**src/rtl/complex_pkg.sv**
```systemverilog
// Shared complex-sample types and 16-QAM constellation constants for the
// frequency-domain receive path.
package complex_pkg;

  localparam int W    = 17;
  localparam int EW   = W + 1;
  localparam int NFFT = 64;
  localparam int IDXW = $clog2(NFFT);
  localparam int FEW  = 2 * EW + 1 + IDXW;

  typedef logic signed [W-1:0]  sample_t;
  typedef logic signed [EW-1:0] err_t;
  typedef logic [1:0]           gray_t;
  typedef logic [IDXW-1:0]      idx_t;
  typedef logic [FEW-1:0]       frame_err_t;

  // Levels are 1/sqrt(10) and 3/sqrt(10); the threshold sits midway at 2/sqrt(10).
  localparam sample_t THRESH     = 17'sd20724;
  localparam sample_t NEG_THRESH = -17'sd20724;
  localparam sample_t LVL1       = 17'sd10362;
  localparam sample_t LVL3       = 17'sd31086;

  localparam gray_t GRAY_NEG3 = 2'b00;
  localparam gray_t GRAY_NEG1 = 2'b01;
  localparam gray_t GRAY_POS1 = 2'b11;
  localparam gray_t GRAY_POS3 = 2'b10;

  typedef struct packed {
    gray_t   code;
    sample_t level;
    err_t    err;
  } axis_dec_t;

  function automatic idx_t idx_inc(input idx_t i);
    return (i == idx_t'(NFFT - 1)) ? '0 : i + 1'b1;
  endfunction

endpackage

```
**src/rtl/qam16_axis_decide.sv**
```systemverilog
// Single-axis 16-QAM hard decision: picks the nearest level, its Gray code,
// and the residual error at one extra bit of headroom.
module qam16_axis_decide
  import complex_pkg::*;
(
  input  logic signed [W-1:0] x,
  output axis_dec_t           dec
);

  always_comb begin
    dec = '0;
    if (x < NEG_THRESH) begin
      dec.code  = GRAY_NEG3;
      dec.level = -LVL3;
    end else if (x < 17'sd0) begin
      dec.code  = GRAY_NEG1;
      dec.level = -LVL1;
    end else if (x < THRESH) begin
      dec.code  = GRAY_POS1;
      dec.level = LVL1;
    end else begin
      dec.code  = GRAY_POS3;
      dec.level = LVL3;
    end
    dec.err = {x[W-1], x} - {dec.level[W-1], dec.level};
  end

endmodule

```
**src/rtl/qam16_slicer.sv**
```systemverilog
// Streaming 16-QAM slicer: two-stage pipeline with a global stall, per-frame
// sample counter and squared-error accumulator for EVM.
module qam16_slicer
  import complex_pkg::*;
(
  input  logic                clk,
  input  logic                rst_n,
  input  logic                in_valid,
  output logic                in_ready,
  input  logic signed [W-1:0] in_re,
  input  logic signed [W-1:0] in_im,
  input  logic                in_sof,
  output logic                out_valid,
  input  logic                out_ready,
  output logic [3:0]          out_sym,
  output logic signed [W-1:0] out_re,
  output logic signed [W-1:0] out_im,
  output logic signed [EW-1:0] err_re,
  output logic signed [EW-1:0] err_im,
  output logic                out_last,
  output logic                frame_err_valid,
  output logic [FEW-1:0]      frame_err
);

  axis_dec_t  dec_i, dec_q;
  axis_dec_t  s1_i, s1_q;
  logic       s1_valid, s1_sof;
  logic       out_sof;
  idx_t       idx, cur_eff, next_eff;
  logic       en, out_fire;
  logic signed [2*EW-1:0] sq_re, sq_im;
  frame_err_t e2, acc;

  qam16_axis_decide u_dec_i (.x(in_re), .dec(dec_i));
  qam16_axis_decide u_dec_q (.x(in_im), .dec(dec_q));

  assign en       = !out_valid || out_ready;
  assign in_ready = en;
  assign out_fire = out_valid && out_ready;

  // idx is the index of the sample in stage 2 unless that sample carries sof;
  // the sample entering stage 2 continues from whatever leaves this edge.
  assign cur_eff  = out_sof ? '0 : idx;
  assign next_eff = s1_sof ? '0 : (out_fire ? idx_inc(cur_eff) : idx);

  assign sq_re = err_re * err_re;
  assign sq_im = err_im * err_im;
  assign e2    = frame_err_t'($unsigned(sq_re)) + frame_err_t'($unsigned(sq_im));

  always_ff @(posedge clk or negedge rst_n) begin
    if (!rst_n) begin
      s1_valid  <= 1'b0;
      s1_sof    <= 1'b0;
      s1_i      <= '0;
      s1_q      <= '0;
      out_valid <= 1'b0;
      out_sof   <= 1'b0;
      out_sym   <= '0;
      out_re    <= '0;
      out_im    <= '0;
      err_re    <= '0;
      err_im    <= '0;
      out_last  <= 1'b0;
    end else if (en) begin
      s1_valid  <= in_valid;
      s1_sof    <= in_valid && in_sof;
      s1_i      <= dec_i;
      s1_q      <= dec_q;
      out_valid <= s1_valid;
      out_sof   <= s1_valid && s1_sof;
      out_sym   <= {s1_i.code, s1_q.code};
      out_re    <= s1_i.level;
      out_im    <= s1_q.level;
      err_re    <= s1_i.err;
      err_im    <= s1_q.err;
      out_last  <= s1_valid && (next_eff == idx_t'(NFFT - 1));
    end
  end

  // A sof sample restarts the sum, silently dropping any partial frame.
  always_ff @(posedge clk or negedge rst_n) begin
    if (!rst_n) begin
      idx             <= '0;
      acc             <= '0;
      frame_err       <= '0;
      frame_err_valid <= 1'b0;
    end else begin
      frame_err_valid <= 1'b0;
      if (out_fire) begin
        idx <= idx_inc(cur_eff);
        if (out_last) begin
          frame_err       <= (out_sof ? '0 : acc) + e2;
          frame_err_valid <= 1'b1;
          acc             <= '0;
        end else if (out_sof) begin
          acc <= e2;
        end else begin
          acc <= acc + e2;
        end
      end
    end
  end

endmodule

```
**config.mk**
```make
export PLATFORM = sky130hd
export DESIGN_NAME = qam16_slicer
export DESIGN_NICKNAME = d
export VERILOG_FILES = /design/src/rtl/complex_pkg.sv /design/src/rtl/qam16_axis_decide.sv /design/src/rtl/qam16_slicer.sv
export SDC_FILE = /design/constraint.sdc
export NUM_CORES = 2
export LEC_CHECK = 0
export CELL_PAD_IN_SITES_DETAIL_PLACEMENT = 0
export CELL_PAD_IN_SITES_GLOBAL_PLACEMENT = 1
export CORE_MARGIN = 2
export CORE_UTILIZATION = 40
export CTS_CLUSTER_DIAMETER = 100
export DETAILED_ROUTE_END_ITERATION = 6
export GPL_TIMING_DRIVEN = 0
export PLACE_DENSITY_LB_ADDON = 0.1
export SYNTH_ARGS = -nofsm -noshare
export SYNTH_HDL_FRONTEND = slang
export SYNTH_SLANG_ARGS = --single-unit
```
**constraint.sdc**
```tcl
create_clock -name clk -period 10.3 [get_ports clk]
set_input_delay 2.06 -clock clk [delete_from_list [all_inputs] [get_ports clk]]
set_output_delay 2.06 -clock clk [all_outputs]
set_load 0.03 [all_outputs]
```
==> metrics <==
worst skew pair latency ~520 ps; number of synthesized flops with an enable pin 0; # Max-Cap Violations 0; Crit path required time 10730 ps; IO Pins 160; Area after DPL 0.0399 mm2; Layout Skew 13.4 ps; Iter 0 DRT Violations 1477; Gate Count Post-Synth 4242; Setup crit end frame_err[42]; Total GRT Usage 23.5%; via count 28500; post-synth cell types 76; clk slew on worst S/H paths 80 ps; Worst Setup SP err_re[17]; Post-CTS Hold Fix Bufs 0; Setup WS pre-CTS -1510 ps; CTS tree yes; Worst path slowest cell fa_1; R2R Path End frame_err[42]; Mapped Area 0.0368 mm2; design area 0.0419 mm2; die width just over 300 um; Multi-input gate area 0.0288 mm2; Pins Over Slew Limit 0; Fmax 0.101 GHz; Reg2Reg Setup Slack around 430 ps; worst hold path class register to register; Synthesis Warnings 0; Root Driver clkbuf_16; first drt pass iteration count 5; Die Span Y slightly above 300 um; CTS Sinks 192; total CTS buffers 17; WL per Instance approximately 19 um; vias in the first global route 29700; CP arrival 10300 ps; status finished, final reports clean; overall overflow remaining after global route 0; worst r2r path cells 34; sequential area share after synthesis 13.0%; final hold vios 0; Nets 5451; post-layout min period 9870 ps; # port buffers roughly 160; fin crit share between 90% and 100%; headroom to the max-slew limit 27.1%; Final Setup Violations 0; post-route ant nets 0; Detail Placement HPWL a little under 90000 um; Worst Setup Start Kind register; post-route core utilization 45.9%; drt total wl 107000 um; initial antenna violation count 2; synthesized flop and latch total 192; Via-to-Cell Ratio 5.02; Post-synth top flop dfrtp_1; ratio of cells with drive above 1 in the final layout 7.64%; pin count of the biggest net entering global routing 88; drc violations 0; hold_ws 470 ps; Fillers 9208; r2r startpoint err_re[17]; Sequential Area just under 0.005 mm2; CP peak stage delay 580 ps; most used cell, CP fa_1; H-tree Lvls 4; Crit path buffers/inverters 8; CP endpoint kind register; number of core rows 111; critical path type register to register; Critical Path Fanout Max 10; min setup slack post-route around 430 ps; Syn-to-layout area delta 13.9%; Routability Congestion ~0.9; slew of the pin with the lowest slew margin 1090 ps; Top delay family on crit path adder cells; Starting Density 40.3%; die footprint 0.0945 mm2; CORE AREA 0.0914 mm2; first-pass GRT wire length 170000 um; asr flop ratio synth 100%; Stages on worst setup path 34; CTS max path bufs 2; Synth Area per Inst roughly 8.7 um2
==> area by class of cell <==
class / instances / area share [%]
Antenna cell: 1 / 0.00597
Clock buffer: 18 / 1.05
Clock inverter: 14 / 0.394
Multi-Input combinational cell: 3017 / 68.7
Sequential cell: 192 / 11.5
Tap cell: 1186 / 3.54
Buffer: 144 / 1.97
Inverter: 876 / 7.91
Timing Repair Buffer: 215 / 4.89
==> sequential cells by signal (all words and copies together) (netlist names) <==
register / cells
out_last: 1
s1_q: 23
out_sym: 3
frame_err_valid: 1
err_re: 18
s1_valid: 1
out_re: 5
out_sof: 1
out_valid: 1
err_im: 18
s1_i: 24
s1_sof: 1
frame_err: 43
idx: 6
acc: 43
out_im: 3
==> metrics by stage <==
stage | setup TNS [ps] | std cells
floorplan | 0 | 4243
global placement | -447730 | 5586
detailed placement | -32970 | 5588
CTS | 0 | 5616
global route | -181 | 5662
finish | 0 | 5663
==> placed cells by master, fill, tap and decap left out, drive strengths merged, types with 108 or more instances in the layout <==
cell,instances
a21oi,200
buf,108
clkbuf,113
clkdlybuf4s50,156
dfrtp,192
fa,601
ha,348
inv,873
nand2,541
nor2,197
o21ai,207
xnor2,140
==> worst register-to-register path, delay by kind of cell (launching register included) <==
| kind | cells | cell delay [ps] |
|---|---|---|
| flops | 1 | 430 |
| compound gates | 7 | 1820 |
| xor+xnor | 3 | 640 |
| buf+inv | 8 | 1200 |
| simple gates | 7 | 1400 |
| fa+ha+maj | 9 | 4280 |
==> how the worst min path moves through the flow <==
stage                 endpoint  startpoint  slack [ps]  cells past startpoint
finish                 s1_q[2]     s1_q[2]         470                      2
global route           s1_q[2]     s1_q[2]         490                      2
floorplan             s1_i[19]    s1_i[19]         430                      1
global placement    out_sym[2]  out_sym[2]         450                      2
detailed placement    s1_i[19]    s1_i[19]         450                      1
CTS                    s1_i[2]     s1_i[2]         480                      2
==> Yosys cell counts, drive strengths merged (25+ instances only) <==
cell    count  area, um2
nand3      58        290
nor3       27        135
inv       873       3280
a21o       97        728
and2       97        607
nor2      197        739
xor2       65        569
ha        348       4350
xnor2     140       1230
o21a       27        203
nand2b     42        263
fa        601      12000
o21ai     207       1040
buf        36        239
clkbuf    122        458
a21oi     200       1000
nor2b      60        375
nand2     541       2030
dfrtp     192       4800
a211oi     25        188
==> routing by layer <==
| metal | global-route usage [%] | wire (um) |
|---|---|---|
| met3 | 3.59 | 5160 |
| met1 | 32.3 | 49600 |
| met4 | 5.01 | 1960 |
| met2 | 39.3 | 50400 |
| met5 | 0 | 0 |
==> logic make-up (layout without fill, tap and decap cells) <==
| group | count (synthesis) | in the layout | share of synthesized area, % |
|---|---|---|---|
| simple gates | 1127 | 1127 | 14.0 |
| buf+inv | 1034 | 1267 | 10.8 |
| fa+ha+maj | 949 | 949 | 44.5 |
| compound gates | 720 | 720 | 12.3 |
| xor+xnor | 205 | 205 | 4.88 |
| flops | 192 | 192 | 13.0 |
| mux | 14 | 14 | 0.408 |
| other cells | 1 | 3 | 0.0102 |
==> what timing repair did <==
| item | in CTS | in global routing |
|---|---|---|
| pin swaps | 3 | 28 |
| setup endpoints to repair | 38 | 30 |
| gates resized for setup | 119 | 182 |
| buffers inserted | 8 | 48 |
Power is not shown: default switching activity piles up to over one toggle a cycle in this logic, so the estimate is an artifact.
